File: src/rtl/root_result_collector.sv
// Collects leaf/overall latency result messages for one test case and presents a summary record.
// Optional statistics (test count, latency sum, max latency) are enabled by defining RESULT_STATS_EN.
module root_result_collector #(
  parameter int         NUM_LEAVES    = 1,
  parameter logic [7:0] HEADER_RESULT = 8'h03
) (
  input  logic        clk,
  input  logic        reset,
  input  logic [63:0] in_data,
  input  logic        in_valid,
  output logic        in_ready,
  output logic [63:0] sum_data,
  output logic        sum_valid,
  input  logic        sum_ready,
  output logic [15:0] drop_count,
  output logic [31:0] stat_count,
  output logic [47:0] stat_sum,
  output logic [15:0] stat_max
);

  typedef enum logic [1:0] {
    IDLE    = 2'd0,
    COLLECT = 2'd1,
    REPORT  = 2'd2
  } state_t;

  localparam logic [6:0] LP_NUM_LEAVES = 7'(NUM_LEAVES);
  localparam logic [6:0] LP_CNT_MAX    = 7'd127;

  state_t      r_state;
  logic [6:0]  r_leaf_cnt;
  logic [15:0] r_leaf_max;
  logic [23:0] r_test_idx;
  logic [15:0] r_drop_cnt;
  logic [63:0] r_sum_data;
  logic        r_sum_valid;

  logic        w_in_xfer;
  logic        w_sum_xfer;
  logic        w_is_result;
  logic        w_is_overall;
  logic [15:0] w_lat;
  logic [6:0]  w_leaf_cnt_inc;
  logic [15:0] w_leaf_max_upd;
  logic        w_unused;

  // in_ready is forced low for the whole reset window, including the cycle reset is first seen
  assign in_ready       = ~reset & (r_state != REPORT);
  assign w_in_xfer      = in_valid & in_ready;
  assign w_sum_xfer     = r_sum_valid & sum_ready;
  assign w_is_result    = (in_data[63:56] == HEADER_RESULT);
  assign w_is_overall   = in_data[55];
  assign w_lat          = in_data[15:0];
  assign w_leaf_cnt_inc = (r_leaf_cnt == LP_CNT_MAX) ? LP_CNT_MAX : r_leaf_cnt + 7'd1;
  assign w_leaf_max_upd = (w_lat > r_leaf_max) ? w_lat : r_leaf_max;
  assign w_unused       = ^in_data[54:16];

  assign sum_data   = r_sum_data;
  assign sum_valid  = r_sum_valid;
  assign drop_count = r_drop_cnt;

  always_ff @(posedge clk) begin
    if (reset) begin
      r_state     <= IDLE;
      r_leaf_cnt  <= 7'd0;
      r_leaf_max  <= 16'd0;
      r_test_idx  <= 24'd0;
      r_sum_data  <= 64'd0;
      r_sum_valid <= 1'b0;
    end else begin
      case (r_state)
        IDLE: begin
          if (w_in_xfer && w_is_result) begin
            if (w_is_overall) begin
              r_sum_data  <= {w_lat, 16'd0, r_test_idx, 7'd0, 1'b1};
              r_sum_valid <= 1'b1;
              r_state     <= REPORT;
            end else begin
              r_leaf_cnt <= 7'd1;
              r_leaf_max <= w_lat;
              r_state    <= COLLECT;
            end
          end
        end
        COLLECT: begin
          if (w_in_xfer && w_is_result) begin
            if (w_is_overall) begin
              r_sum_data  <= {w_lat, r_leaf_max, r_test_idx, r_leaf_cnt,
                              (r_leaf_cnt != LP_NUM_LEAVES)};
              r_sum_valid <= 1'b1;
              r_state     <= REPORT;
            end else begin
              r_leaf_cnt <= w_leaf_cnt_inc;
              r_leaf_max <= w_leaf_max_upd;
            end
          end
        end
        REPORT: begin
          if (w_sum_xfer) begin
            r_sum_valid <= 1'b0;
            r_leaf_cnt  <= 7'd0;
            r_leaf_max  <= 16'd0;
            r_test_idx  <= r_test_idx + 24'd1;
            r_state     <= IDLE;
          end
        end
        default: begin
          r_sum_valid <= 1'b0;
          r_state     <= IDLE;
        end
      endcase
    end
  end

  always_ff @(posedge clk) begin
    if (reset) begin
      r_drop_cnt <= 16'd0;
    end else if (w_in_xfer && !w_is_result && (r_drop_cnt != 16'hFFFF)) begin
      r_drop_cnt <= r_drop_cnt + 16'd1;
    end
  end

`ifdef RESULT_STATS_EN
  logic [31:0] r_stat_count;
  logic [47:0] r_stat_sum;
  logic [15:0] r_stat_max;

  // the summary register still holds the reported overall latency during the handshake
  always_ff @(posedge clk) begin
    if (reset) begin
      r_stat_count <= 32'd0;
      r_stat_sum   <= 48'd0;
      r_stat_max   <= 16'd0;
    end else if (w_sum_xfer) begin
      r_stat_count <= r_stat_count + 32'd1;
      r_stat_sum   <= r_stat_sum + {32'd0, r_sum_data[63:48]};
      if (r_sum_data[63:48] > r_stat_max)
        r_stat_max <= r_sum_data[63:48];
    end
  end

  assign stat_count = r_stat_count;
  assign stat_sum   = r_stat_sum;
  assign stat_max   = r_stat_max;
`else
  assign stat_count = 32'd0;
  assign stat_sum   = 48'd0;
  assign stat_max   = 16'd0;
`endif

endmodule

File: config.mk
export PLATFORM = sky130hd
export DESIGN_NAME = root_result_collector
export DESIGN_NICKNAME = d
export VERILOG_FILES = /design/src/rtl/root_result_collector.sv
export SDC_FILE = /design/constraint.sdc
export NUM_CORES = 1
export LEC_CHECK = 0
export BUFFER_PORTS_ARGS = -buffer_cell sky130_fd_sc_hd__buf_2
export CAP_MARGIN = 20
export CORE_ASPECT_RATIO = 1.5
export CORE_MARGIN = 8
export CORE_UTILIZATION = 35
export CTS_CLUSTER_SIZE = 28
export DETAILED_ROUTE_END_ITERATION = 10
export SYNTH_ARGS = -nofsm -noshare
export SYNTH_HDL_FRONTEND = slang
export SYNTH_SLANG_ARGS = --single-unit
File: constraint.sdc
create_clock -name clk -period 2.99 [get_ports clk]
set_input_delay 0.598 -clock clk [delete_from_list [all_inputs] [get_ports clk]]
set_output_delay 0.598 -clock clk [all_outputs]
set_load 0.1 [all_outputs]
* Yosys cells after proc, flatten, opt, wreduce, memory -nomap -nowiden *
Cells that the tools add are included.

storage, ports and cells
  register bits after elaboration = 130
  input bits = 68
  output and inout bits = 178
  logic and storage cells = 75

operators by class
  add/sub/neg operators = 3
  $lt $le $gt $ge = 1
  equality and inequality tests = 17
  mux-type cells = 29
  bitwise gates (word level) = 4
  reductions and logical operators = 14

operator list
  kind                   count
  $mux 64                4
  $pmux 64 s2            1
  $mux 16                6
  $pmux 16 s3            1
  $mux 7                 6
  $add 24x1->24 const B  1
  $pmux 7 s3             1
  $ne 2x2->1 const B     9
  $add 16x1->16 const B  1
  $gt 16x16->1           1
  $ne 16x16->1 const B   1
  $mux 2                 5
  $eq 8x2->1 const B     1
  $add 7x1->7 const B    1
  $eq 7x7->1 const B     1
  $ne 7x1->1 const B     1
  $reduce_and 7->1       1
  $pmux 2 s3             1
  $reduce_and 6->1       1
  $reduce_and 5->1       1
  $ne 2x1->1 const B     2
  $reduce_and 4->1       1
  $and 1x1->1            3
  $logic_and 1x1->1      3
  other kinds (12)       14

* Longest topological paths before layout *
  word-level depth = 6
  depth in mapped cells = 11
  gate-level depth less buffers = 7

* Least setup slack after synthesis *
Ideal clock, no wire load.

  kind = input-to-output
  start = in reset
  end = out in_ready
  arrival = 2.107 ns
  data required time = 2.392 ns
  setup slack = 0.285 ns
  stages = 3
  buffers on the path = 2
  path through = clkbuf_1 > nor2_1 > clkbuf_1

on the way
  cells in the longest elaborated chain, start to end = 2

RTL lines
  what             RTL line  source
  start, declared  8         input logic reset,
  $not 1->1        48        assign in_ready = ~reset & (r_state != REPORT);
  $and 1x1->1      48
  end, declared    11        output logic in_ready,

No other way between the ends.

* Worst setup path after layout *
  start = reg r_state[0]
  end = reg r_drop_cnt[15], in the netlist drop_count[15]

on the way
  cells in the longest elaborated chain, start to end = 5

RTL lines
  what                            RTL line  source
  start, declared                 30        state_t r_state;
  start signal, assigned          64        r_state <= IDLE;
  start signal, assigned          77        r_state <= REPORT;
  start signal, assigned          81        r_state <= COLLECT;
  $ne 2x2->1                      48
  $and 1x1->1                     48
  $and 1x1->1                     49        assign w_in_xfer = in_valid & in_ready;
  $logic_and 1x1->1 (2 in a row)  118       end else if (w_in_xfer && !w_is_result && (r_drop_cnt != 16'hFFFF)) begin
  end signal, assigned            119       r_drop_cnt <= r_drop_cnt + 16'd1;
  end, declared                   34        logic [15:0] r_drop_cnt;

No other way between the ends.
A chain may end at the register's enable or synchronous reset.

==> results.md <==
- Worst-case clock skew: 0.0102 ns
- Register-to-register setup slack: 0.52 ns
- End of the worst register-to-register path: drop_count[15]
- CTS tree: built
- Detailed-placement wirelength estimate: 12.1 mm
- Run status: finished clean
- Leading post-synthesis cells by instance count: sky130_fd_sc_hd__nand2_1, sky130_fd_sc_hd__dfxtp_1, sky130_fd_sc_hd__buf_4
- VDD IR-drop max: 0.000261 V
- Number of levels the H-tree was split into: 4
- DIE AREA: 23100 sq um
- End of the worst hold path: r_leaf_max[8]
- Number of antenna violations at the first check in global routing: 1
- Buffers & Inverters on Critical Path: 1
- Internal portion of total power: 3.38 mW
- First-pass GRT wire length: 26.5 mm
- Cells after DPL: 1095
- Worst endpoint data arrival time: 2.76 ns
- Seq. cell area: 2600 sq um
- Power share of the combinational group: 0.138
- Clock-pin transition on the worst setup and hold timing paths: 0.06 ns
- Number of maximum-capacitance violations: 0
- Worst-path cell chain: inv_1 -> ha_1 -> nor3b_2 -> a21boi_2 -> o2111ai_1 -> o311ai_0 -> o41ai_1
- Buffer levels on the longest clock path: 2
- Worst setup path class: flip-flop to flip-flop
- Slew Viols, Final: 0
- Depth of the worst register-to-register path: 7
- Post-Synthesis Mean Instance Area: 8.17 sq um
- Number of flops mapped to enable cells by yosys: 0
- Number of rows created at floorplan: 61
- Count leader, synth: sky130_fd_sc_hd__nand2_1
- Vias in the first global route: 5246
- Worst-path cell with the longest stage delay: sky130_fd_sc_hd__a21boi_2
- Gr usage total: 0.143
- Pin count of the biggest net entering global routing: 82
- RSZ-0062 raised after global routing: no
- Cell depth of the worst min-delay path: 3
- Gates resized, CTS repair: 0
- Highest clock rate: 405 MHz
- Pwr per Cell Area: 634 nW/um^2
- Number of ports placed on the die boundary: 246
- R2R Path Start: r_state[0]
- Post-layout instance count excluding filler cells: 1127
- Synthesized area: 6450 sq um
- TritonCTS Buffers: 17
- CP Data Required Time: 3.27 ns
- Switching pwr: 1.42 mW
- Top FF cell, synth: sky130_fd_sc_hd__dfxtp_1
- Post-synth top area share: 0.403
- Minimum clock period: 2.47 ns
- Gate count after technology mapping: 790
- Remaining antenna violation count after routing: 0
- Worst Hold Launch: in_data[8]
- Relative area change from synthesis to final layout: 17.4%
- DRC violation total after the first TritonRoute iteration: 183
- Crit path largest cell delay: 0.41 ns
- Sequential share of the synthesized area: 0.403
- Area of the multi-input gates: 3230 sq um
- Ratio of routed vias to standard cells: 4.74
- Crit share post-route: 0.827
- Total global routing overflow: 0
- Gpl congestion: 0.793
- Design area: 7580 sq um
- Worst-skew pair later-pin latency: 0.42 ns
- Static leakage power: 3.20 nW
- Count of synthesis-stage warnings from yosys: 0
- Filler instances: 1877
- Switching part of the total: 0.295
- Critical path launch point type: flip-flop
- Critical-path maximum fanout: 8
- Hold Path Class: primary input to flip-flop
- Routed length per placed instance: 14.7 um
- Final Hold Viols: 0
- Core area: 18300 sq um
- Clock root buffer master: sky130_fd_sc_hd__clkbuf_16
- Starting Density: 0.352
- Setup fix buffers added after clock tree synthesis: 0
- Final WL: 16.6 mm
- Nature of the critical path endpoint: flip-flop
- Fraction of registers with async set or reset after synthesis: 0
- Fraction of layout instances using a drive strength above 1: 0.187
- DRC violation count after routing: 0
- Horizontal extent of the die: 127 um
- Length of the first detailed-routing pass in iterations: 5
- Flip-flop and latch count after synthesis: 130
- Num Clock Sinks: 130
- Launching instance or port of the critical path: r_state[0]
- Area post-placement: 6890 sq um
- Dominant cells by area after synthesis: sky130_fd_sc_hd__dfxtp_1, sky130_fd_sc_hd__buf_4, sky130_fd_sc_hd__nand2_1
- Summed negative setup slack over all endpoints: 0 ns
- Number of buffer cells added on primary ports: 110
- Final-stage net count: 985
- Hold buffer count at CTS: 0
- Share of power burned in the clock network: 0.501
- Count of different cell masters after synthesis: 53
- Headroom to the max-slew limit: 0.392
- Relative contribution of sequential cells to total power: 0.362
- Via Count: 5338
- Die height: 182 um
- Least-Margin Pin Slew: 0.909 ns
- CP delay by family, top: compound AO/OA/AOI/OAI gates
- Largest area contributor in the netlist: sky130_fd_sc_hd__dfxtp_1
- Count of endpoints failing setup in the final report: 0
worst min-delay path: cells and delay by family:
kind	cells	cell delay, ns
buf+inv	1	0.12
simple gates	1	0.05
mux	1	0.05
kinds of logic after synthesis:
kind of cell	count (synthesis)	synth area share
XOR/XNOR	25	0.0339
AO/OA/AOI/OAI	136	0.126
AND/OR/NAND/NOR	292	0.205
multiplexers	21	0.0328
other	1	0.000581
flip-flops	130	0.403
buffers and inverters	162	0.154
adder cells (fa/ha/maj)	23	0.0446
stage by stage:
step / hold WS, ns / setup slack, ns / util / total power, mW
6_report: 0.447 / 0.518 / 0.414 / 4.80
5_1_grt: 0.448 / 0.182 / 0.414 / 4.95
4_1_cts: 0.429 / 0.474 / 0.413 / 4.86
3_5_place_dp: 0.443 / 0.347 / 0.376 / 2.43
3_3_place_gp: 0.438 / 0.366 / 0.376 / 2.43
2_1_floorplan: 0.444 / 0.285 / - / 2.47
cell usage in the layout, fill, tap and decap left out, types with 11 or more instances in the layout:
| master | synthesis | final |
|---|---|---|
| sky130_fd_sc_hd__nand2_1 | 155 | 155 |
| sky130_fd_sc_hd__dfxtp_1 | 130 | 130 |
| sky130_fd_sc_hd__buf_2 | 4 | 108 |
| sky130_fd_sc_hd__conb_1 | 1 | 96 |
| sky130_fd_sc_hd__a21oi_1 | 86 | 86 |
| sky130_fd_sc_hd__nor2_1 | 41 | 40 |
| sky130_fd_sc_hd__nand3_1 | 36 | 36 |
| sky130_fd_sc_hd__inv_1 | 25 | 25 |
| sky130_fd_sc_hd__ha_1 | 23 | 23 |
| sky130_fd_sc_hd__mux2i_1 | 20 | 20 |
| sky130_fd_sc_hd__clkbuf_16 | 0 | 17 |
| sky130_fd_sc_hd__buf_4 | 96 | 17 |
| sky130_fd_sc_hd__xnor2_1 | 16 | 16 |
| sky130_fd_sc_hd__o21ai_0 | 12 | 12 |
| sky130_fd_sc_hd__nor3_1 | 11 | 11 |
worst max-delay path by stage:
stage | slack (ns) | end | depth (start not counted)
finish | 0.52 | drop_count[15] | 7
CTS | 0.47 | drop_count[15] | 7
detailed placement | 0.35 | r_leaf_max[9] | 8
global route | 0.18 | drop_count[15] | 7
floorplan | 0.28 | in_ready | 3
global placement | 0.37 | sum_data[60] | 7
registers in the layout (all words and copies together) (netlist names):
name / count
drop_count: 16
r_leaf_cnt: 7
r_leaf_max: 16
r_state: 2
r_test_idx: 24
sum_data: 64
sum_valid: 1
routing by layer:
metal  GRT usage  vias up  wire length, um
met5           0        -                0
met2       0.254      164             8340
met3      0.0459       15             1290
li1            -     2679                -
met4      0.0635        0              282
met1       0.150     2480             6700
final cells by class:
type / count / share of cell area
Clock inverter: 12 / 0.0304
Timing Repair Buffer: 126 / 0.0908
Clock buffer: 19 / 0.0598
Multi-Input combinational cell: 593 / 0.426
Inverter: 26 / 0.0129
Antenna cell: 1 / 0.000330
Tap cell: 220 / 0.0363
Sequential cell: 130 / 0.344
power groups by stage:
stage / combinational [mW] / clock, mW / sequential, mW
floorplan: 0.685 / 0 / 1.79
global placement: 0.655 / 0 / 1.77
detailed placement: 0.657 / 0 / 1.77
CTS: 0.657 / 2.47 / 1.74
global route: 0.682 / 2.53 / 1.74
finish: 0.661 / 2.40 / 1.74
No activity file was read; power rests on OpenSTA's default activity.
